$ cat src/rtl/sdr_pkg.sv
// Shared SDR definitions: AGC bus states, gain register
// address and the gain width used by the demodulator.
package sdr_pkg;

  typedef enum logic [1:0] {
    BUS_IDLE,
    BUS_REQ,
    BUS_WAIT
  } bus_state_e;

  localparam logic [1:0] GAIN_REG_ADDR = 2'b00;
  localparam int         GAIN_W        = 16;

endpackage

$ cat src/rtl/am_audio_agc_peak_window.sv
// Per-window peak magnitude of the audio stream; pulses
// peak_valid for one cycle after each window completes.
module agc_peak_window #(
  parameter int IW       = 8,
  parameter int LGWINDOW = 10
) (
  input  logic          i_clk,
  input  logic          i_reset_n,
  input  logic          i_ce,
  input  logic [IW-1:0] i_sample,
  output logic          o_peak_valid,
  output logic [IW-2:0] o_peak
);

  localparam logic [IW-2:0] ONE_M =
    {{(IW-2){1'b0}}, 1'b1};
  localparam logic [LGWINDOW-1:0] ONE_C =
    {{(LGWINDOW-1){1'b0}}, 1'b1};

  logic [LGWINDOW-1:0] cnt_q, cnt_d;
  logic [IW-2:0]       run_q, run_d;
  logic [IW-2:0]       peak_q, peak_d;
  logic                valid_q, valid_d;
  logic [IW-2:0]       mag, max_v;

  always_comb begin
    mag = i_sample[IW-2:0];
    // most-negative input has no positive twin: saturate
    if (i_sample[IW-1]) begin
      if (i_sample[IW-2:0] == '0) mag = '1;
      else mag = (~i_sample[IW-2:0]) + ONE_M;
    end
    max_v = (mag > run_q) ? mag : run_q;
  end

  always_comb begin
    cnt_d   = cnt_q;
    run_d   = run_q;
    peak_d  = peak_q;
    valid_d = 1'b0;
    if (i_ce) begin
      cnt_d = cnt_q + ONE_C;
      if (&cnt_q) begin
        peak_d  = max_v;
        run_d   = '0;
        valid_d = 1'b1;
      end else begin
        run_d = max_v;
      end
    end
  end

  always_ff @(posedge i_clk or negedge i_reset_n) begin
    if (!i_reset_n) begin
      cnt_q   <= '0;
      run_q   <= '0;
      peak_q  <= '0;
      valid_q <= 1'b0;
    end else begin
      cnt_q   <= cnt_d;
      run_q   <= run_d;
      peak_q  <= peak_d;
      valid_q <= valid_d;
    end
  end

  assign o_peak_valid = valid_q;
  assign o_peak       = peak_q;

endmodule

$ cat src/rtl/am_audio_agc.sv
// Audio AGC: steps a 16-bit gain toward a peak band and pushes
// each new gain to the demodulator over pipelined Wishbone.
module am_audio_agc
  import sdr_pkg::*;
#(
  parameter int                IW           = 8,
  parameter int                LGWINDOW     = 10,
  parameter logic [IW-1:0]     TARGET_LO    = 8'd48,
  parameter logic [IW-1:0]     TARGET_HI    = 8'd96,
  parameter int                ATTACK_SHIFT = 3,
  parameter int                DECAY_SHIFT  = 6,
  parameter logic [GAIN_W-1:0] INITIAL_GAIN = 16'h4000,
  parameter logic [GAIN_W-1:0] MIN_GAIN     = 16'h0040,
  parameter logic [GAIN_W-1:0] MAX_GAIN     = 16'hffff,
  parameter int                LGTIMEOUT    = 8
) (
  input  logic              i_clk,
  input  logic              i_reset_n,
  input  logic              i_agc_en,
  input  logic              i_ce,
  input  logic [IW-1:0]     i_sample,
  output logic              o_wb_cyc,
  output logic              o_wb_stb,
  output logic              o_wb_we,
  output logic [1:0]        o_wb_addr,
  output logic [31:0]       o_wb_data,
  output logic [3:0]        o_wb_sel,
  input  logic              i_wb_stall,
  input  logic              i_wb_ack,
  input  logic              i_wb_err,
  output logic [GAIN_W-1:0] o_gain,
  output logic [IW-2:0]     o_peak,
  output logic              o_timeout
);

  localparam logic [LGTIMEOUT-1:0] ONE_T =
    {{(LGTIMEOUT-1){1'b0}}, 1'b1};

  logic          pk_valid;
  logic [IW-2:0] peak;

  agc_peak_window #(
    .IW       (IW),
    .LGWINDOW (LGWINDOW)
  ) u_peak (
    .i_clk        (i_clk),
    .i_reset_n    (i_reset_n),
    .i_ce         (i_ce),
    .i_sample     (i_sample),
    .o_peak_valid (pk_valid),
    .o_peak       (peak)
  );

  logic [GAIN_W-1:0]    gain_q, gain_d;
  logic [GAIN_W-1:0]    data_q, data_d;
  logic [LGTIMEOUT-1:0] tcnt_q, tcnt_d;
  bus_state_e           state_q, state_d;
  logic                 pend_q, pend_d;
  logic                 cyc_q, cyc_d;
  logic                 stb_q, stb_d;
  logic                 tmo_q, tmo_d;
  logic [GAIN_W:0]      up;
  logic [GAIN_W-1:0]    dn;
  logic                 gain_chg;
  logic                 pend_set, pend_clr;
  logic                 live;

  always_comb begin
    up = {1'b0, gain_q} + {1'b0, gain_q >> DECAY_SHIFT};
    dn = gain_q - (gain_q >> ATTACK_SHIFT);
    gain_d = gain_q;
    if (pk_valid && i_agc_en) begin
      if ({1'b0, peak} > TARGET_HI)
        gain_d = (dn < MIN_GAIN) ? MIN_GAIN : dn;
      else if ({1'b0, peak} < TARGET_LO)
        gain_d = (up > {1'b0, MAX_GAIN}) ?
                 MAX_GAIN : up[GAIN_W-1:0];
    end
    gain_chg = (gain_d != gain_q);
  end

  always_comb begin
    state_d  = state_q;
    cyc_d    = cyc_q;
    stb_d    = stb_q;
    data_d   = data_q;
    tmo_d    = tmo_q;
    tcnt_d   = tcnt_q;
    pend_set = gain_chg;
    pend_clr = 1'b0;
    live     = 1'b0;
    unique case (state_q)
      BUS_IDLE: begin
        if (pend_q && i_agc_en) begin
          data_d   = gain_q;
          pend_clr = 1'b1;
          cyc_d    = 1'b1;
          stb_d    = 1'b1;
          tcnt_d   = '0;
          state_d  = BUS_REQ;
        end
      end
      BUS_REQ, BUS_WAIT: begin
        tcnt_d = tcnt_q + ONE_T;
        // a response only counts once the strobe is taken
        live = (state_q == BUS_WAIT) || !i_wb_stall;
        if (state_q == BUS_REQ && !i_wb_stall) begin
          stb_d   = 1'b0;
          state_d = BUS_WAIT;
        end
        if (live && i_wb_ack) begin
          cyc_d   = 1'b0;
          stb_d   = 1'b0;
          tmo_d   = 1'b0;
          state_d = BUS_IDLE;
        end else if (live && i_wb_err) begin
          cyc_d    = 1'b0;
          stb_d    = 1'b0;
          pend_set = 1'b1;
          state_d  = BUS_IDLE;
        end else if (&tcnt_q) begin
          cyc_d   = 1'b0;
          stb_d   = 1'b0;
          tmo_d   = 1'b1;
          state_d = BUS_IDLE;
        end
      end
      default: state_d = BUS_IDLE;
    endcase
    pend_d = pend_set | (pend_q & ~pend_clr);
  end

  always_ff @(posedge i_clk or negedge i_reset_n) begin
    if (!i_reset_n) begin
      gain_q  <= INITIAL_GAIN;
      data_q  <= '0;
      tcnt_q  <= '0;
      state_q <= BUS_IDLE;
      pend_q  <= 1'b1;
      cyc_q   <= 1'b0;
      stb_q   <= 1'b0;
      tmo_q   <= 1'b0;
    end else begin
      gain_q  <= gain_d;
      data_q  <= data_d;
      tcnt_q  <= tcnt_d;
      state_q <= state_d;
      pend_q  <= pend_d;
      cyc_q   <= cyc_d;
      stb_q   <= stb_d;
      tmo_q   <= tmo_d;
    end
  end

  assign o_wb_cyc  = cyc_q;
  assign o_wb_stb  = stb_q;
  assign o_wb_we   = cyc_q;
  assign o_wb_addr = GAIN_REG_ADDR;
  assign o_wb_data = {{(32-GAIN_W){1'b0}}, data_q};
  assign o_wb_sel  = 4'b0011;
  assign o_gain    = gain_q;
  assign o_peak    = peak;
  assign o_timeout = tmo_q;

endmodule

$ cat config.mk
export PLATFORM = sky130hd
export DESIGN_NAME = am_audio_agc
export DESIGN_NICKNAME = d
export VERILOG_FILES = /design/src/rtl/sdr_pkg.sv /design/src/rtl/am_audio_agc_peak_window.sv /design/src/rtl/am_audio_agc.sv
export SDC_FILE = /design/constraint.sdc
export NUM_CORES = 1
export LEC_CHECK = 0
export ABC_AREA = 1
export BUFFER_PORTS_ARGS = -buffer_cell sky130_fd_sc_hd__buf_2
export CAP_MARGIN = 20
export CORE_MARGIN = 2
export CORE_UTILIZATION = 30
export DETAILED_ROUTE_END_ITERATION = 12
export PLACE_DENSITY = 0.43
export SETUP_SLACK_MARGIN = 0.15
export SLEW_MARGIN = 20
export SYNTH_ARGS = -nofsm -noshare
export SYNTH_HDL_FRONTEND = slang
export SYNTH_SLANG_ARGS = --single-unit
$ cat constraint.sdc
create_clock -name i_clk -period 3.7 [get_ports i_clk]
set_input_delay 0.185 -clock i_clk [delete_from_list [all_inputs] [get_ports i_clk]]
set_output_delay 0.185 -clock i_clk [all_outputs]
set_load 0.05 [all_outputs]
==> run_results.csv <==
group,metric,value,unit
clocking,postCtsHoldBufs,0,
timing,rsz0062_at_grt,"no",
clocking,clk_latency,0.33,ns
cells_and_area,final_net_count,975,
yosys,yosysWarnings,0,
yosys,syn_avg_cell_area,6.75,um2
placed_design,port-buffer-count,57,
placed_design,place_area,0.00634,mm2
global_route,grt_pass1_wl,28800,um
floorplan,coreArea,0.0188,mm2
setup_path,r2r-end,"pend_q",
timing,relSlewSlack,38.3,%
floorplan,die_w,143,um
floorplan,dieArea,0.0204,mm2
hold_path,hold_path.class,"input port to asynchronous set/reset pin",
drt,firstDrtPassIters,5,
cells_and_area,syn_to_final_growth,14.8,%
setup_path,r2r_slack,0.62,ns
clocking,cts_resized,0,
power,p_int,1.96,mW
clocking,cts-root-buf,"clkbuf_16",
clocking,h-tree-depth,3,
global_route,antenna_found_initial,0,
setup_path,reg2regPathDepth,18,
drt,postRouteAntennaNets,0,
yosys,synth-seq-cells,71,
power,finalPower,3.52,mW
drt,wl_per_cell,14.9,um
global_route,grt_max_degree,72,
timing,timing.final.crit_share,83.2,%
clocking,cts_buffers,9,
drt,drt_wl_total,17600,um
cells_and_area,fillers,2046,
yosys,ys_types,41,
drt,vias_per_cell,4.68,
yosys,synth_top_area_share,29.8,%
cells_and_area,mostFrequentLayoutCell,"nand2_1",
cells_and_area,final_design_area_no_fill,0.00665,mm2
yosys,syn-instance-count,858,
power,p_seq_share,32.4,%
setup_path,endpoint_kind,"flop",
cells_and_area,final_layout_size_suffix_gt1_share,12.3,%
power,p_comb_share,42.3,%
floorplan,io_pins,80,
yosys,yosysSeqAreaShare,30.7,%
placed_design,dp_hpwl,13900,um
drt,drc,0,
floorplan,num_rows,50,
power,p_clk_share,25.3,%
timing,clock.fmax,0.325,GHz
cells_and_area,final_cell_mix,"nand2_1 (241), inv_1 (124), nand3_1 (72)",
drt,vias,5548,
job,cap_violations,0,
timing,finalSetupViolations,0,
cells_and_area,num_antenna_cells,0,
clocking,clkTransAtPathRegs,0.06,ns
timing,slew_viol_final,0,
timing,fin_skew,0.00467,ns
setup_path,crit_fanout,7,
drt,drt_iter0_markers,302,
global_route,grt.total_usage,18.0,%
yosys,synth.area.top_cells,"dfrtp_1 (30%), nand2_1 (16%), inv_1 (8.0%)",
power,power.density,530,mW/mm2
yosys,syn_area,0.00579,mm2
setup_path,startpoint_type,"flop",
timing,fin_hold_ws,0.00394,ns
setup_path,reg2reg_from,"o_gain[0]",
yosys,synth_area_leader_cell,"dfrtp_1",
setup_path,worst_ep_required_time,3.95,ns
clocking,clock-sinks,71,
timing,finalSetupTns,0,ns
power,sw_frac_of_total,44.4,%
clocking,cts_tree,"yes",
global_route,grt_overflow_total,0,
timing,tightest_slew,0.926,ns
setup_path,path_class,"flop to flop",
setup_path,arrival,3.33,ns
floorplan,die_y,143,um
power,ir_worst_vdd,0.000405,V
global_route,first_global_vias,5286,
timing,hold_viol_final,0,
timing,period_minus_slack,3.08,ns
floorplan,start_util,30.8,%
placed_design,gp_congestion,0.898,
clocking,cts_buffer_depth,2,
clocking,postCtsSetupRepairBufs,0,
power,cellLeakagePower,3.52,nW
power,p_sw,1.56,mW
run_status,outcome,"finished clean",
==> cell families after synthesis <==
group | synth area share [%]
adder cells (fa/ha/maj) | 8.69
flip-flops | 30.7
XOR/XNOR | 3.18
AND/OR/NAND/NOR | 32.3
other | 0.130
buffers and inverters | 12.3
AO/OA/AOI/OAI | 12.7
==> flip-flops by register name (all words and copies together), names as in the netlist <==
name	flops
o_wb_stb	1
u_peak.o_peak	7
u_peak.o_peak_valid	1
tcnt_q	8
pend_q	1
data_q	16
u_peak.cnt_q	10
o_timeout	1
u_peak.run_q	7
state_q	2
o_wb_cyc	1
o_gain	16
==> per-stage QoR <==
| step | worst slack (ns) | utilization, % | instances |
|---|---|---|---|
| finish | 0.621 | 35.3 | 1186 |
| global route | 0.269 | 35.3 | 1186 |
| CTS | 0.626 | 35.3 | 1186 |
| detailed placement | 0.652 | 33.7 | 1170 |
| global placement | 0.599 | 33.7 | 1170 |
| floorplan | 0.933 | - | 878 |
==> final cells by class <==
| cell class | instances | area [um2] | area share [%] |
|---|---|---|---|
| flip-flops and latches | 71 | 1780 | 26.8 |
| inverters | 128 | 480 | 7.22 |
| clock buffers | 12 | 256 | 3.86 |
| well taps | 260 | 325 | 4.89 |
| multi-input cells | 642 | 3380 | 50.8 |
| repair buffers | 69 | 378 | 5.68 |
| clock inverters | 4 | 53.8 | 0.809 |
==> synthesized netlist by cell type, drive strengths merged <==
cell    count
dfrtp      69
fa          2
xnor2       8
o211ai      3
o21bai      1
o21a        5
nand4      14
a31o        1
a31oi       2
nor2       63
nor4        1
clkinv      2
dfstp       2
o22ai       8
nand2     253
a21o        2
and2        2
nor3b       1
xor2       13
buf        27
nand3b      6
conb        2
nand3      77
clkbuf     10
ha         37
nor3       12
a22oi       8
o21ai      59
a21oi      42
inv       126
==> critical path, cell delays in order (launching register included) <==
cell	delay [ns]
dfrtp_1	0.42
inv_1	0.17
ha_1	0.17
inv_1	0.11
fa_1	0.46
nand3_1	0.10
nand3_1	0.18
nand3_1	0.15
nand4_1	0.08
nand2_1	0.16
nand2_1	0.09
nor2_2	0.15
nand3_4	0.16
nand2_1	0.12
nand2_1	0.07
nand3_1	0.09
nand3_1	0.11
nor2_1	0.13
nand3_1	0.08
==> power by group through the flow <==
stage	Sequential (mW)	Combinational, mW	Clock (mW)
floorplan	1.51	0.783	0
global placement	1.16	1.51	0
detailed placement	1.16	1.50	0
CTS	1.15	1.51	0.921
global route	1.18	1.68	0.945
finish	1.14	1.49	0.892
==> worst max path at each step <==
stage,from,cells after the start,to
CTS,o_gain[0],18,pend_q
detailed placement,o_gain[0],18,pend_q
global route,o_gain[0],18,pend_q
floorplan,o_gain[15],20,pend_q
finish,o_gain[0],18,pend_q
global placement,o_gain[0],18,pend_q
==> per-layer routing <==
layer,track usage [%],up-vias,wire [um]
li1,-,2858,-
met2,27.9,154,7640
met1,25.7,2510,8670
met4,5.26,0,435
met5,0,-,0
met3,3.05,26,881
Power figures use the tool's default switching activity.
